--- src/rtl/riego_pkg.sv ---
// Shared definitions for the irrigation chain: FSM states and default
// humidity thresholds, also used by the downstream pump stage.
package riego_pkg;

  typedef enum logic [2:0] {
    INACTIVO   = 3'd0,
    MUESTREO   = 3'd1,
    PULSO      = 3'd2,
    ESPERA_ACK = 3'd3,
    REPOSO     = 3'd4
  } estado_t;

  localparam int unsigned UMBRAL_BAJO_DEF = 20;
  localparam int unsigned UMBRAL_ALTO_DEF = 40;

  // Readings above 100 % are sensor glitches and never enter the average.
  localparam logic [7:0]  HUMEDAD_MAX     = 8'd100;
  localparam int unsigned N_MUESTRAS      = 4;

endpackage

--- src/rtl/control_humedad_if.sv ---
// Sensor/pump-facing signal bundle of the humidity controller.
interface control_humedad_if;

  logic [7:0] humedad;
  logic       humedad_valida;
  logic       MODsensor;
  logic       bomba_activa;
  logic       regar;
  logic [7:0] humedad_media;
  logic       alarma;
  logic [7:0] riegos;

  modport master (
    output humedad, humedad_valida, MODsensor, bomba_activa,
    input  regar, humedad_media, alarma, riegos
  );

  modport slave (
    input  humedad, humedad_valida, MODsensor, bomba_activa,
    output regar, humedad_media, alarma, riegos
  );

endinterface

--- src/rtl/promedio_humedad.sv ---
// Four-sample humidity averager: accumulates in-range samples and emits a
// truncated mean plus a one-cycle ready strobe the cycle after the 4th sample.
module promedio_humedad
  import riego_pkg::*;
(
  input  logic       clk,
  input  logic       rst_n,
  input  logic       activo,
  input  logic       valida,
  input  logic [7:0] muestra,
  output logic [7:0] media,
  output logic       media_lista
);

  localparam logic [2:0] CNT_LLENO = 3'(N_MUESTRAS);

  logic [9:0] acc_q, acc_d;
  logic [2:0] cnt_q, cnt_d;
  logic [7:0] media_q, media_d;
  logic       lista_q, lista_d;
  logic       acepta;

  function automatic logic [7:0] div4_trunc(input logic [9:0] suma);
    return suma[9:2];
  endfunction

  assign acepta = activo && valida && (muestra <= HUMEDAD_MAX);

  always_comb begin
    acc_d   = acc_q;
    cnt_d   = cnt_q;
    media_d = media_q;
    lista_d = 1'b0;
    if (!activo) begin
      // Leaving the sampling state discards any partial window.
      acc_d = '0;
      cnt_d = '0;
    end else begin
      if (cnt_q == CNT_LLENO) begin
        media_d = div4_trunc(acc_q);
        lista_d = 1'b1;
        acc_d   = '0;
        cnt_d   = '0;
      end
      if (acepta) begin
        acc_d = acc_d + {2'b00, muestra};
        cnt_d = cnt_d + 3'd1;
      end
    end
  end

  always_ff @(posedge clk or negedge rst_n) begin
    if (!rst_n) begin
      acc_q   <= '0;
      cnt_q   <= '0;
      media_q <= '0;
      lista_q <= 1'b0;
    end else begin
      acc_q   <= acc_d;
      cnt_q   <= cnt_d;
      media_q <= media_d;
      lista_q <= lista_d;
    end
  end

  assign media       = media_q;
  assign media_lista = lista_q;

endmodule

--- src/rtl/control_humedad.sv ---
// Soil-humidity irrigation controller: averages sensor samples, requests a
// watering pulse on dry soil with hysteresis, supervises pump ack and soak time.
module control_humedad
  import riego_pkg::*;
#(
  parameter int unsigned UMBRAL_BAJO   = UMBRAL_BAJO_DEF,
  parameter int unsigned UMBRAL_ALTO   = UMBRAL_ALTO_DEF,
  parameter int unsigned ACK_CICLOS    = 16,
  parameter logic [63:0] REPOSO_CICLOS = 64'd3_000_000_000
)
(
  input logic               clk,
  input logic               rst_n,
  control_humedad_if.slave  bus
);

  localparam logic [7:0]  BAJO       = 8'(UMBRAL_BAJO);
  localparam logic [7:0]  ALTO       = 8'(UMBRAL_ALTO);
  localparam logic [63:0] ACK_FIN    = 64'(ACK_CICLOS) - 64'd1;
  localparam logic [63:0] REPOSO_FIN = REPOSO_CICLOS - 64'd1;

  estado_t     estado_q, estado_d;
  logic [63:0] timer_q, timer_d;
  logic        seco_q, seco_d;
  logic        alarma_q, alarma_d;
  logic [7:0]  riegos_q, riegos_d;

  logic [7:0]  media;
  logic        media_lista;
  logic        activo;

  function automatic logic [7:0] inc_sat8(input logic [7:0] v);
    return (v == 8'hFF) ? v : v + 8'd1;
  endfunction

  // Samples only count while actively monitoring with the sensor present.
  assign activo = bus.MODsensor && (estado_q == MUESTREO);

  promedio_humedad u_promedio (
    .clk         (clk),
    .rst_n       (rst_n),
    .activo      (activo),
    .valida      (bus.humedad_valida),
    .muestra     (bus.humedad),
    .media       (media),
    .media_lista (media_lista)
  );

  always_comb begin
    estado_d = estado_q;
    timer_d  = timer_q;
    seco_d   = seco_q;
    alarma_d = alarma_q;
    riegos_d = riegos_q;
    if (!bus.MODsensor) begin
      estado_d = INACTIVO;
      timer_d  = '0;
    end else begin
      unique case (estado_q)
        INACTIVO: begin
          estado_d = MUESTREO;
          timer_d  = '0;
        end
        MUESTREO: begin
          if (media_lista) begin
            if (media < BAJO)       seco_d = 1'b1;
            else if (media >= ALTO) seco_d = 1'b0;
            // Once dry, keep watering until the soil reaches the upper threshold.
            if ((media < BAJO) || (seco_q && (media < ALTO)))
              estado_d = PULSO;
          end
        end
        PULSO: begin
          riegos_d = inc_sat8(riegos_q);
          timer_d  = '0;
          estado_d = ESPERA_ACK;
        end
        ESPERA_ACK: begin
          if (bus.bomba_activa) begin
            timer_d  = '0;
            estado_d = REPOSO;
          end else if (timer_q == ACK_FIN) begin
            alarma_d = 1'b1;
            timer_d  = '0;
            estado_d = REPOSO;
          end else begin
            timer_d = timer_q + 64'd1;
          end
        end
        REPOSO: begin
          if (timer_q == REPOSO_FIN) begin
            timer_d  = '0;
            estado_d = MUESTREO;
          end else begin
            timer_d = timer_q + 64'd1;
          end
        end
        default: begin
          estado_d = INACTIVO;
          timer_d  = '0;
        end
      endcase
    end
  end

  always_ff @(posedge clk or negedge rst_n) begin
    if (!rst_n) begin
      estado_q <= INACTIVO;
      timer_q  <= '0;
      seco_q   <= 1'b0;
      alarma_q <= 1'b0;
      riegos_q <= '0;
    end else begin
      estado_q <= estado_d;
      timer_q  <= timer_d;
      seco_q   <= seco_d;
      alarma_q <= alarma_d;
      riegos_q <= riegos_d;
    end
  end

  // The request lasts exactly the single PULSO cycle and drops with the sensor.
  assign bus.regar         = bus.MODsensor && (estado_q == PULSO);
  assign bus.humedad_media = media;
  assign bus.alarma        = alarma_q;
  assign bus.riegos        = riegos_q;

endmodule

--- src/flat_wrapper.sv ---
// flat-port wrapper written by rule: the top's interface ports become plain ports
module control_humedad_flat import riego_pkg::*;
#(
  parameter int unsigned UMBRAL_BAJO   = UMBRAL_BAJO_DEF,
  parameter int unsigned UMBRAL_ALTO   = UMBRAL_ALTO_DEF,
  parameter int unsigned ACK_CICLOS    = 16,
  parameter logic [63:0] REPOSO_CICLOS = 64'd3_000_000_000
)
  (clk, rst_n, bus_humedad, bus_humedad_valida, bus_MODsensor, bus_bomba_activa, bus_regar, bus_humedad_media, bus_alarma, bus_riegos);
  control_humedad_if bus_i ();
  input logic clk;
  input logic rst_n;
  input wire logic [$bits(bus_i.humedad)-1:0] bus_humedad;
  input wire logic [$bits(bus_i.humedad_valida)-1:0] bus_humedad_valida;
  input wire logic [$bits(bus_i.MODsensor)-1:0] bus_MODsensor;
  input wire logic [$bits(bus_i.bomba_activa)-1:0] bus_bomba_activa;
  output wire logic [$bits(bus_i.regar)-1:0] bus_regar;
  output wire logic [$bits(bus_i.humedad_media)-1:0] bus_humedad_media;
  output wire logic [$bits(bus_i.alarma)-1:0] bus_alarma;
  output wire logic [$bits(bus_i.riegos)-1:0] bus_riegos;
  assign bus_i.humedad = bus_humedad;
  assign bus_i.humedad_valida = bus_humedad_valida;
  assign bus_i.MODsensor = bus_MODsensor;
  assign bus_i.bomba_activa = bus_bomba_activa;
  assign bus_regar = bus_i.regar;
  assign bus_humedad_media = bus_i.humedad_media;
  assign bus_alarma = bus_i.alarma;
  assign bus_riegos = bus_i.riegos;
  control_humedad #(.UMBRAL_BAJO(UMBRAL_BAJO), .UMBRAL_ALTO(UMBRAL_ALTO), .ACK_CICLOS(ACK_CICLOS), .REPOSO_CICLOS(REPOSO_CICLOS)) u_core (.clk(clk), .rst_n(rst_n), .bus(bus_i));
endmodule
--- config.mk ---
export PLATFORM = sky130hd
export DESIGN_NAME = control_humedad_flat
export DESIGN_NICKNAME = d
export VERILOG_FILES = /design/src/rtl/riego_pkg.sv /design/src/rtl/control_humedad_if.sv /design/src/rtl/promedio_humedad.sv /design/src/rtl/control_humedad.sv /design/src/flat_wrapper.sv
export SDC_FILE = /design/constraint.sdc
export NUM_CORES = 1
export LEC_CHECK = 0
export ABC_AREA = 1
export CORE_ASPECT_RATIO = 0.7
export CORE_MARGIN = 2
export CORE_UTILIZATION = 40
export CTS_CLUSTER_DIAMETER = 60
export CTS_CLUSTER_SIZE = 40
export DETAILED_ROUTE_END_ITERATION = 8
export HOLD_SLACK_MARGIN = 0.1
export PLACE_DENSITY_LB_ADDON = 0.2
export SYNTH_ARGS = -nofsm -noshare
export SYNTH_HDL_FRONTEND = slang
export SYNTH_SLANG_ARGS = --single-unit
--- constraint.sdc ---
create_clock -name clk -period 2.8 [get_ports clk]
set_input_delay 0.56 -clock clk [delete_from_list [all_inputs] [get_ports clk]]
set_output_delay 0.56 -clock clk [all_outputs]
set_load 0.005 [all_outputs]
After elaboration in Yosys (flattened, before gate mapping)
Index checks and enable logic that the tools add are counted.
Widths: inputs -> output; s select.
- input bits: 13
- word-level logic and storage cells: 69
- flip-flop bits (word level): 99
- output and inout port bits: 18
- eq/ne operators: 13
- $lt $le $gt $ge: 4
- muxes and demuxes: 24
- add/subtract/negate cells: 4
- bitwise gates (word level): 2
- reductions and logical operators: 13
- operators with widths (operator ; count):
    $mux 64 ; 4
    $pmux 64 s3 ; 1
    $add 64x1->64 const B ; 1
    $eq 64x32->1 const B ; 1
    $eq 64x4->1 const B ; 1
    $mux 10 ; 4
    $mux 3 ; 10
    $pmux 3 s5 ; 1
    $reduce_and 4->1 ; 3
    $add 10x8->10 ; 1
    $add 8x1->8 const B ; 1
    $eq 8x8->1 const B ; 1
    $ge 8x6->1 const B ; 1
    $le 8x7->1 const B ; 1
    $lt 8x5->1 const B ; 1
    $lt 8x6->1 const B ; 1
    $eq 3x2->1 const B ; 2
    $eq 3x3->1 const B ; 2
    $ne 3x3->1 const B ; 2
    $logic_and 1x1->1 ; 5
    $mux 1 ; 4
    $ne 4x3->1 const B ; 1
    $add 3x1->3 const B ; 1
    $eq 3x1->1 const B ; 1
    8 further kinds ; 9

Logic depth before layout (Yosys ltp)
Gate-level depths: netlist (run 1).
- word-level depth: 7
- depth in mapped cells: 17
- depth with buffers taken out: 17

Modules after synthesis
Synthesis (run 1) repeated with hierarchy kept, for this count alone.
- cells, all modules: 984
- area total of the unflattened synthesis: 6747.7 µm²
- modules (own cells, without submodules) (module ; times used ; sequential area each (µm²) ; cells each ; area an instance (µm²)):
    control_humedad ; 1 ; 1926.8 ; 785 ; 5293.8
    promedio_humedad ; 1 ; 550.5 ; 199 ; 1453.9

Worst setup path before layout (run 1)
No wires, ideal clock.
- kind: reg-to-reg
- from: reg u_core.u_promedio.cnt_q[0]
- to: reg u_core.u_promedio.acc_q[4]
- buffers on the path: 0
- library setup time: 0.120 ns
- data arrival time: 2.050 ns
- required time: 2.680 ns
- path slack: 0.631 ns
- cell stages (with the launch flop): 14
- clock period less this slack: 2.169 ns
- path through: dfrtp_1 > inv_1 > ha_1 > nand2_1 > inv_1 > nor2_1 > ha_1 > fa_1 > nand3_1 > nand3_1 > nand2_1 > xor2_1 > o21ai_0 > inv_1
- longest elaborated chain between the ends: 6
- RTL lines (element ; line ; source):
    start: declaration ; promedio_humedad.sv:18 ; logic [2:0] cnt_q, cnt_d;
    start signal: assignment ; promedio_humedad.sv:60 ; cnt_q <= cnt_d;
    $eq 3x3->1 * ; promedio_humedad.sv:39 ; if (cnt_q == CNT_LLENO) begin
    $mux 10 * ; promedio_humedad.sv:39 ;
    $mux 10 * ; promedio_humedad.sv:34 ; if (!activo) begin
    $add 10x8->10 ; promedio_humedad.sv:46 ; acc_d = acc_d + {2'b00, muestra};
    $mux 10 * ; promedio_humedad.sv:45 ; if (acepta) begin
    $mux 10 * ; promedio_humedad.sv:34 ;
    via u_core.u_promedio.acc_d[4] ; promedio_humedad.sv:17 ; logic [9:0] acc_q, acc_d;
    end signal: assignment ; promedio_humedad.sv:54 ; acc_q <= '0;
    end signal: assignment ; promedio_humedad.sv:59 ; acc_q <= acc_d;
    end: declaration ; promedio_humedad.sv:17 ;
Mark *: on every way through the listed nets, which the timed path passes. The rest lies on a longest branch. The select of a mux whose other input is x is not followed.
A chain may end at the register's enable or synchronous reset.

Worst setup path in the final report (run 1)
- from: reg u_core.u_promedio.cnt_q[0]
- to: reg u_core.u_promedio.acc_q[8]
The elaborated chain is that of the path after synthesis.

==> out/results.ini, run 1 <==
[routing]
wl_met3_um = 2790
wl_met2_um = 8170
firstDrtPassIters = 7
routed_wl_um = 22800
drt-initial-drc-count = 710
avgRoutedWirePerCell_um = 16.5
vias_per_cell = 5.28
postRouteAntennaNets = 0
dr.max_layer_used = met4
drc = 0
vias = 7316
wl_met1_um = 11500

[global_route]
grt_pass1_vias = 6669
grt_pass1_wl_um = 36800
grtUsageTotal = 0.258
grt_antenna_before_repair = 0
grt_max_degree = 49
grt-ovfl-total = 0

[floorplan]
die_h_um = 115
start_util = 0.411
core_area_sq_um = 17300
die_w_um = 163
dieArea_sq_um = 18800
io_pins = 31
num_rows = 40

[sta]
fmax_ghz = 0.405
fin_tns_setup_ns = 0
rsz0062_at_grt = no
min_period_over_period = 0.882
setup_viol = 0
worst_slew_pin_slew_ns = 0.534
max_slew_margin = 0.644
finalMaxSlewViolations = 0
period_minus_slack_ns = 2.47
fin_skew_ns = 0.0111
hold_viol_final = 0

[final_layout]
drive_above_1_share = 0.0529
utilization = 0.468
final_area_sq_um = 8090
num_antenna_cells = 0
area_delta_synth_final_pct = 13.9
stdcell_count = 1385
nets = 1173

[logic_synthesis]
ys.flop_type = dfrtp_1
syn_area_sq_um = 7100
ys_ff_latch = 99
synth_edf_count = 0
yosys.area.top_type = dfrtp_1
synthArstFlopShare = 1.00
syn_nets = 1129
synth-seq-area-share = 0.349
synth_top_area_frac = 0.349
yosysWarnings = 0
syn_inst = 1105
synth.most_common_cell = nand2_1
avgSynthCellArea_sq_um = 6.43
synthTopCellsByCount = nand2_1 (335), nor2_1 (231), nand3_1 (113)
post_synth_num_cell_types = 40
synth.area.top_cells = dfrtp_1 (35%), nand2_1 (18%), nor2_1 (12%), nand3_1 (8.0%), inv_1 (5.6%)

[critical_path]
cp_max_fo = 8
startpoint_type = flip-flop
cp_data_required_time_ns = 3.06
r2r_slack_ns = 0.33
reg2reg_depth = 15
arrival_ns = 2.73
cp-end-kind = flip-flop
critPathKind = reg2reg
worstReg2RegEnd = u_core.u_promedio.acc_q[8]$_DFF_PN0_
r2r_start = u_core.u_promedio.cnt_q[0]$_DFF_PN0_

[placement]
globalplace.congestion = 0.973
port_buffers = 30
dp.cells = 1369
dp_hpwl_um = 17800
post_dp_cell_area_sq_um = 7790

[cts]
cts_tree = built
post-cts-setup-buffer-count = 0
clock_path_buffers = 2
numCtsBuffers = 9
cts-root-buf = clkbuf_16
clk-insertion-delay-late_ns = 0.37
cts.sinks = 99
clk_pin_slew_worst_paths_ns = 0.08
holdBufCountCts = 0
cts_resized = 0
cts_max_level = 3

[power]
powerDensity_nw_per_um2 = 439
leakagePower_nw = 3.63
power_mw = 3.55
ir_drop_mv = 0.351

[job]
maxCapViolations = 0

[outcome]
status = finished clean

[hold_path]
hp-class = in2async

where the power goes:
group / internal [mW] / leakage [nW] / switching (mW) / total [mW]
clock network: 0.641 / 0.150 / 0.679 / 1.32
registers: 1.47 / 1.37 / 0.0500 / 1.52
logic: 0.229 / 2.11 / 0.475 / 0.704
total: 2.34 / 3.63 / 1.20 / 3.55
placed cells by master, fill, tap and decap left out, types with 2 or more instances in the layout:
cell             Yosys  routed
nand2_1            335     335
nor2_1             231     231
nand3_1            113     113
inv_1              106     106
dfrtp_1             99      99
xor2_1              32      32
clkdlybuf4s50_1      0      29
nand3b_1            25      25
buf_4                0      24
a21oi_1             22      22
o21ai_0             21      21
nand4_1             19      19
nor3_1              11      11
o21ai_1             11      11
ha_1                10      10
xnor2_1              9       9
clkbuf_16            0       9
nor2_2               4       4
nor4_1               4       4
nor3b_1              3       3
inv_2                2       3
nand2_2              3       3
inv_6                0       3
inv_8                0       3
buf_12               0       3
o21bai_1             2       2
o22ai_1              2       2
nand3_2              2       2
or2_2                2       2
and2_1               2       2
critical path, cell delays in order (launching register included):
cell     delay [ns]
dfrtp_1        0.38
inv_1          0.08
ha_1           0.17
nand2_1        0.08
inv_1          0.27
nor2_1         0.11
ha_1           0.22
fa_1           0.44
nand3_1        0.14
nand3_1        0.10
nand3_1        0.09
nand2_1        0.05
nand2_1        0.07
nand2_1        0.06
nand2_1        0.05
nor2_1         0.04
kinds of logic after synthesis:
| group | synth area share |
|---|---|
| simple gates | 0.455 |
| fa+ha+maj | 0.0204 |
| xor+xnor | 0.0506 |
| buf+inv | 0.0765 |
| compound gates | 0.0488 |
| flops | 0.349 |
sequential cells by signal (all words and copies together) (netlist names):
signal / cells
u_core.u_promedio.media: 8
u_core.bus.riegos: 8
u_core.bus.alarma: 1
u_core.seco_q: 1
u_core.timer_q: 64
u_core.estado_q: 3
u_core.u_promedio.media_lista: 1
u_core.u_promedio.cnt_q: 3
u_core.u_promedio.acc_q: 10
final cells by class:
cell class / count / area [sq um]
fillers: 1842 / 9180
multi-input cells: 874 / 4080
flip-flops and latches: 99 / 2480
repair buffers: 56 / 531
inverters: 109 / 409
well taps: 231 / 289
clock buffers: 9 / 225
clock inverters: 7 / 76.3
worst max-delay path by stage:
stage,start,slack (ns),depth (start not counted),end
after floorplan,u_core.u_promedio.cnt_q[0]$_DFF_PN0_,0.63,13,u_core.u_promedio.acc_q[4]$_DFF_PN0_
after global placement,u_core.u_promedio.cnt_q[0]$_DFF_PN0_,0.36,15,u_core.u_promedio.acc_q[8]$_DFF_PN0_
after detailed placement,u_core.u_promedio.cnt_q[0]$_DFF_PN0_,0.36,15,u_core.u_promedio.acc_q[8]$_DFF_PN0_
after CTS,u_core.u_promedio.cnt_q[0]$_DFF_PN0_,0.34,15,u_core.u_promedio.acc_q[8]$_DFF_PN0_
after global routing,u_core.u_promedio.cnt_q[0]$_DFF_PN0_,0.12,15,u_core.u_promedio.acc_q[8]$_DFF_PN0_
final,u_core.u_promedio.cnt_q[0]$_DFF_PN0_,0.33,15,u_core.u_promedio.acc_q[8]$_DFF_PN0_
metal layers:
| layer | track usage | up-vias |
|---|---|---|
| li1 | - | 3597 |
| met1 | 0.420 | 3372 |
| met2 | 0.328 | 325 |
| met3 | 0.0648 | 22 |
| met4 | 0.0643 | 0 |
| met5 | 0 | - |
stage by stage:
stage	worst slack [ns]	hold slack [ns]
floorplan	0.631	0.264
global placement	0.357	0.454
detailed placement	0.358	0.459
CTS	0.344	0.115
global route	0.120	0.125
finish	0.330	0.105
Note: power is estimated with default switching activity, not from simulation.
==> inputs of run 2 (changes only) <==
--- a/config.mk
+++ b/config.mk
@@ -14,6 +14,7 @@
 export DETAILED_ROUTE_END_ITERATION = 8
 export HOLD_SLACK_MARGIN = 0.1
 export PLACE_DENSITY_LB_ADDON = 0.2
+export REMOVE_ABC_BUFFERS = 1
 export SYNTH_ARGS = -nofsm -noshare
 export SYNTH_HDL_FRONTEND = slang
 export SYNTH_SLANG_ARGS = --single-unit
==> run 2 against run 1 <==
Compared with the run above: critical path depth down 1; worst setup slack better by 0.083 ns; sequential cell count unchanged; via count down 0.62%; total power up 3.5%; combinational power up 3%; clock-buffer cell count up 1; wire length down 0.80%; clock power up 8%; die area unchanged; sequential share of layout area down 0.052 points; critical path type unchanged; critical endpoint is now u_core.u_promedio.acc_q[7]$_DFF_PN0_; highest routed layer unchanged.
==> out/results.ini, run 2 (synthesis gave the netlist of run 1 again) <==
[cts]
post-cts-setup-buffer-count = 0
cts_resized = 0
holdBufCountCts = 0
clk_pin_slew_worst_paths_ns = 0.07
numCtsBuffers = 9
cts.sinks = 99
cts-root-buf = clkbuf_16
clk-insertion-delay-late_ns = 0.36
cts_max_level = 3
cts_tree = built
clock_path_buffers = 2

[floorplan]
num_rows = 40
core_area_sq_um = 17300
die_h_um = 115
start_util = 0.411
dieArea_sq_um = 18800
io_pins = 31
die_w_um = 163

[sta]
setup_viol = 0
max_slew_margin = 0.588
min_period_over_period = 0.853
period_minus_slack_ns = 2.39
worst_slew_pin_slew_ns = 0.617
whs_ns = 0.221
finalMaxSlewViolations = 0
fin_skew_ns = 0.00670
hold_viol_final = 0
rsz0062_at_grt = no
fin_tns_setup_ns = 0
fmax_ghz = 0.419

[critical_path]
cp_data_required_time_ns = 3.05
critPathKind = reg2reg
arrival_ns = 2.64
startpoint_type = flip-flop
r2r_start = u_core.u_promedio.cnt_q[0]$_DFF_PN0_
reg2reg_depth = 14
r2r_slack_ns = 0.41
crit_end = u_core.u_promedio.acc_q[7]$_DFF_PN0_
cp-end-kind = flip-flop
worstReg2RegEnd = u_core.u_promedio.acc_q[7]$_DFF_PN0_
cp_max_fo = 7
critPathLaunch = u_core.u_promedio.cnt_q[0]$_DFF_PN0_

[placement]
dp.cells = 1365
port_buffers = 30
globalplace.congestion = 0.972
dp_hpwl_um = 17400

[power]
powerDensity_nw_per_um2 = 453
leakagePower_nw = 3.61
ir_drop_mv = 0.282

[hold_path]
hp-class = in2async

[global_route]
grtUsageTotal = 0.250
grt_max_degree = 100
grt_pass1_wl_um = 35900
grt_antenna_before_repair = 0
grt_pass1_vias = 6475
grt-ovfl-total = 0

[final_layout]
largestRegisters = u_core.timer_q x64, u_core.u_promedio.acc_q x10
drive_above_1_share = 0.0496
final_cell_mix = nand2_1 (335), nor2_1 (231), nand3_1 (113)
nets = 1169
largest_reg_flops = 64
fillerInstances = 1810
regArea_sq_um = 2480
top_register = u_core.timer_q
num_antenna_cells = 0
final_common_cell = nand2_1
stdcell_count = 1381
area_delta_synth_final_pct = 14.1
multiInputGateArea_sq_um = 4080

[routing]
drt-initial-drc-count = 964
vias = 7271
firstDrtPassIters = 7
vias_per_cell = 5.27
postRouteAntennaNets = 0
drc = 0
routed_wl_um = 22600
avgRoutedWirePerCell_um = 16.4

[outcome]
status = finished clean

[job]
maxCapViolations = 0

## run 2: changes by cell type in the layout (fill, tap and decap cells not counted)
cell,delta
clkinvlp_4,+1
buf_4,-5
clkinv_8,-1
inv_8,-3
bufinv_16,+2
buf_12,+1
clkbuf_8,+1
## run 2: layer usage
metal	routed length [um]	GRT usage	part of all wire
met5	0	0	0
met4	267	0.0472	0.012
met3	2540	0.0734	0.11
met2	8140	0.312	0.36
met1	11700	0.411	0.52
## run 2: power by group
| part | switching [mW] | internal (mW) |
|---|---|---|
| clock | 0.608 | 0.819 |
| combinational | 0.484 | 0.239 |
| sequential | 0.0461 | 1.47 |
## run 2: area by class of cell
class	count	area share
Timing Repair Buffer	52	0.0633
Inverter	109	0.0505
Clock inverter	6	0.0116
Multi-Input combinational cell	874	0.504
Tap cell	231	0.0357
Sequential cell	99	0.306
Clock buffer	10	0.0295
## run 2: how the worst min path moves through the flow
stage	startpoint	endpoint	slack, ns
final	rst_n	u_core.timer_q[22]$_DFFE_PN0N_	0.22
after global placement	u_core.bus.alarma$_DFFE_PN0P_	u_core.bus.alarma$_DFFE_PN0P_	0.46
after detailed placement	u_core.bus.alarma$_DFFE_PN0P_	u_core.bus.alarma$_DFFE_PN0P_	0.46
after global routing	rst_n	u_core.timer_q[22]$_DFFE_PN0N_	0.30
after CTS	rst_n	u_core.timer_q[22]$_DFFE_PN0N_	0.30
after floorplan	rst_n	u_core.bus.alarma$_DFFE_PN0P_	0.26
## run 2: stage by stage
step	instance area, sq um	utilization	worst slack [ns]	total power, mW
2_1_floorplan	6970	-	0.130	1.88
3_5_place_dp	7770	0.450	0.400	2.27
4_1_cts	8100	0.469	0.452	3.70
3_3_place_gp	7770	0.450	0.437	2.26
5_1_grt	8100	0.469	0.218	3.84
6_report	8100	0.469	0.413	3.67
## run 2: critical path, stage by stage, from the launching register on
cell	delay [ns]
dfrtp_1	0.35
inv_1	0.06
ha_1	0.20
nand2_1	0.09
inv_1	0.05
buf_4	0.16
nor2_1	0.17
ha_1	0.30
a21oi_1	0.22
a21boi_0	0.34
nand2_1	0.09
nand2_1	0.08
nand3_1	0.06
nand2_1	0.07
inv_1	0.04
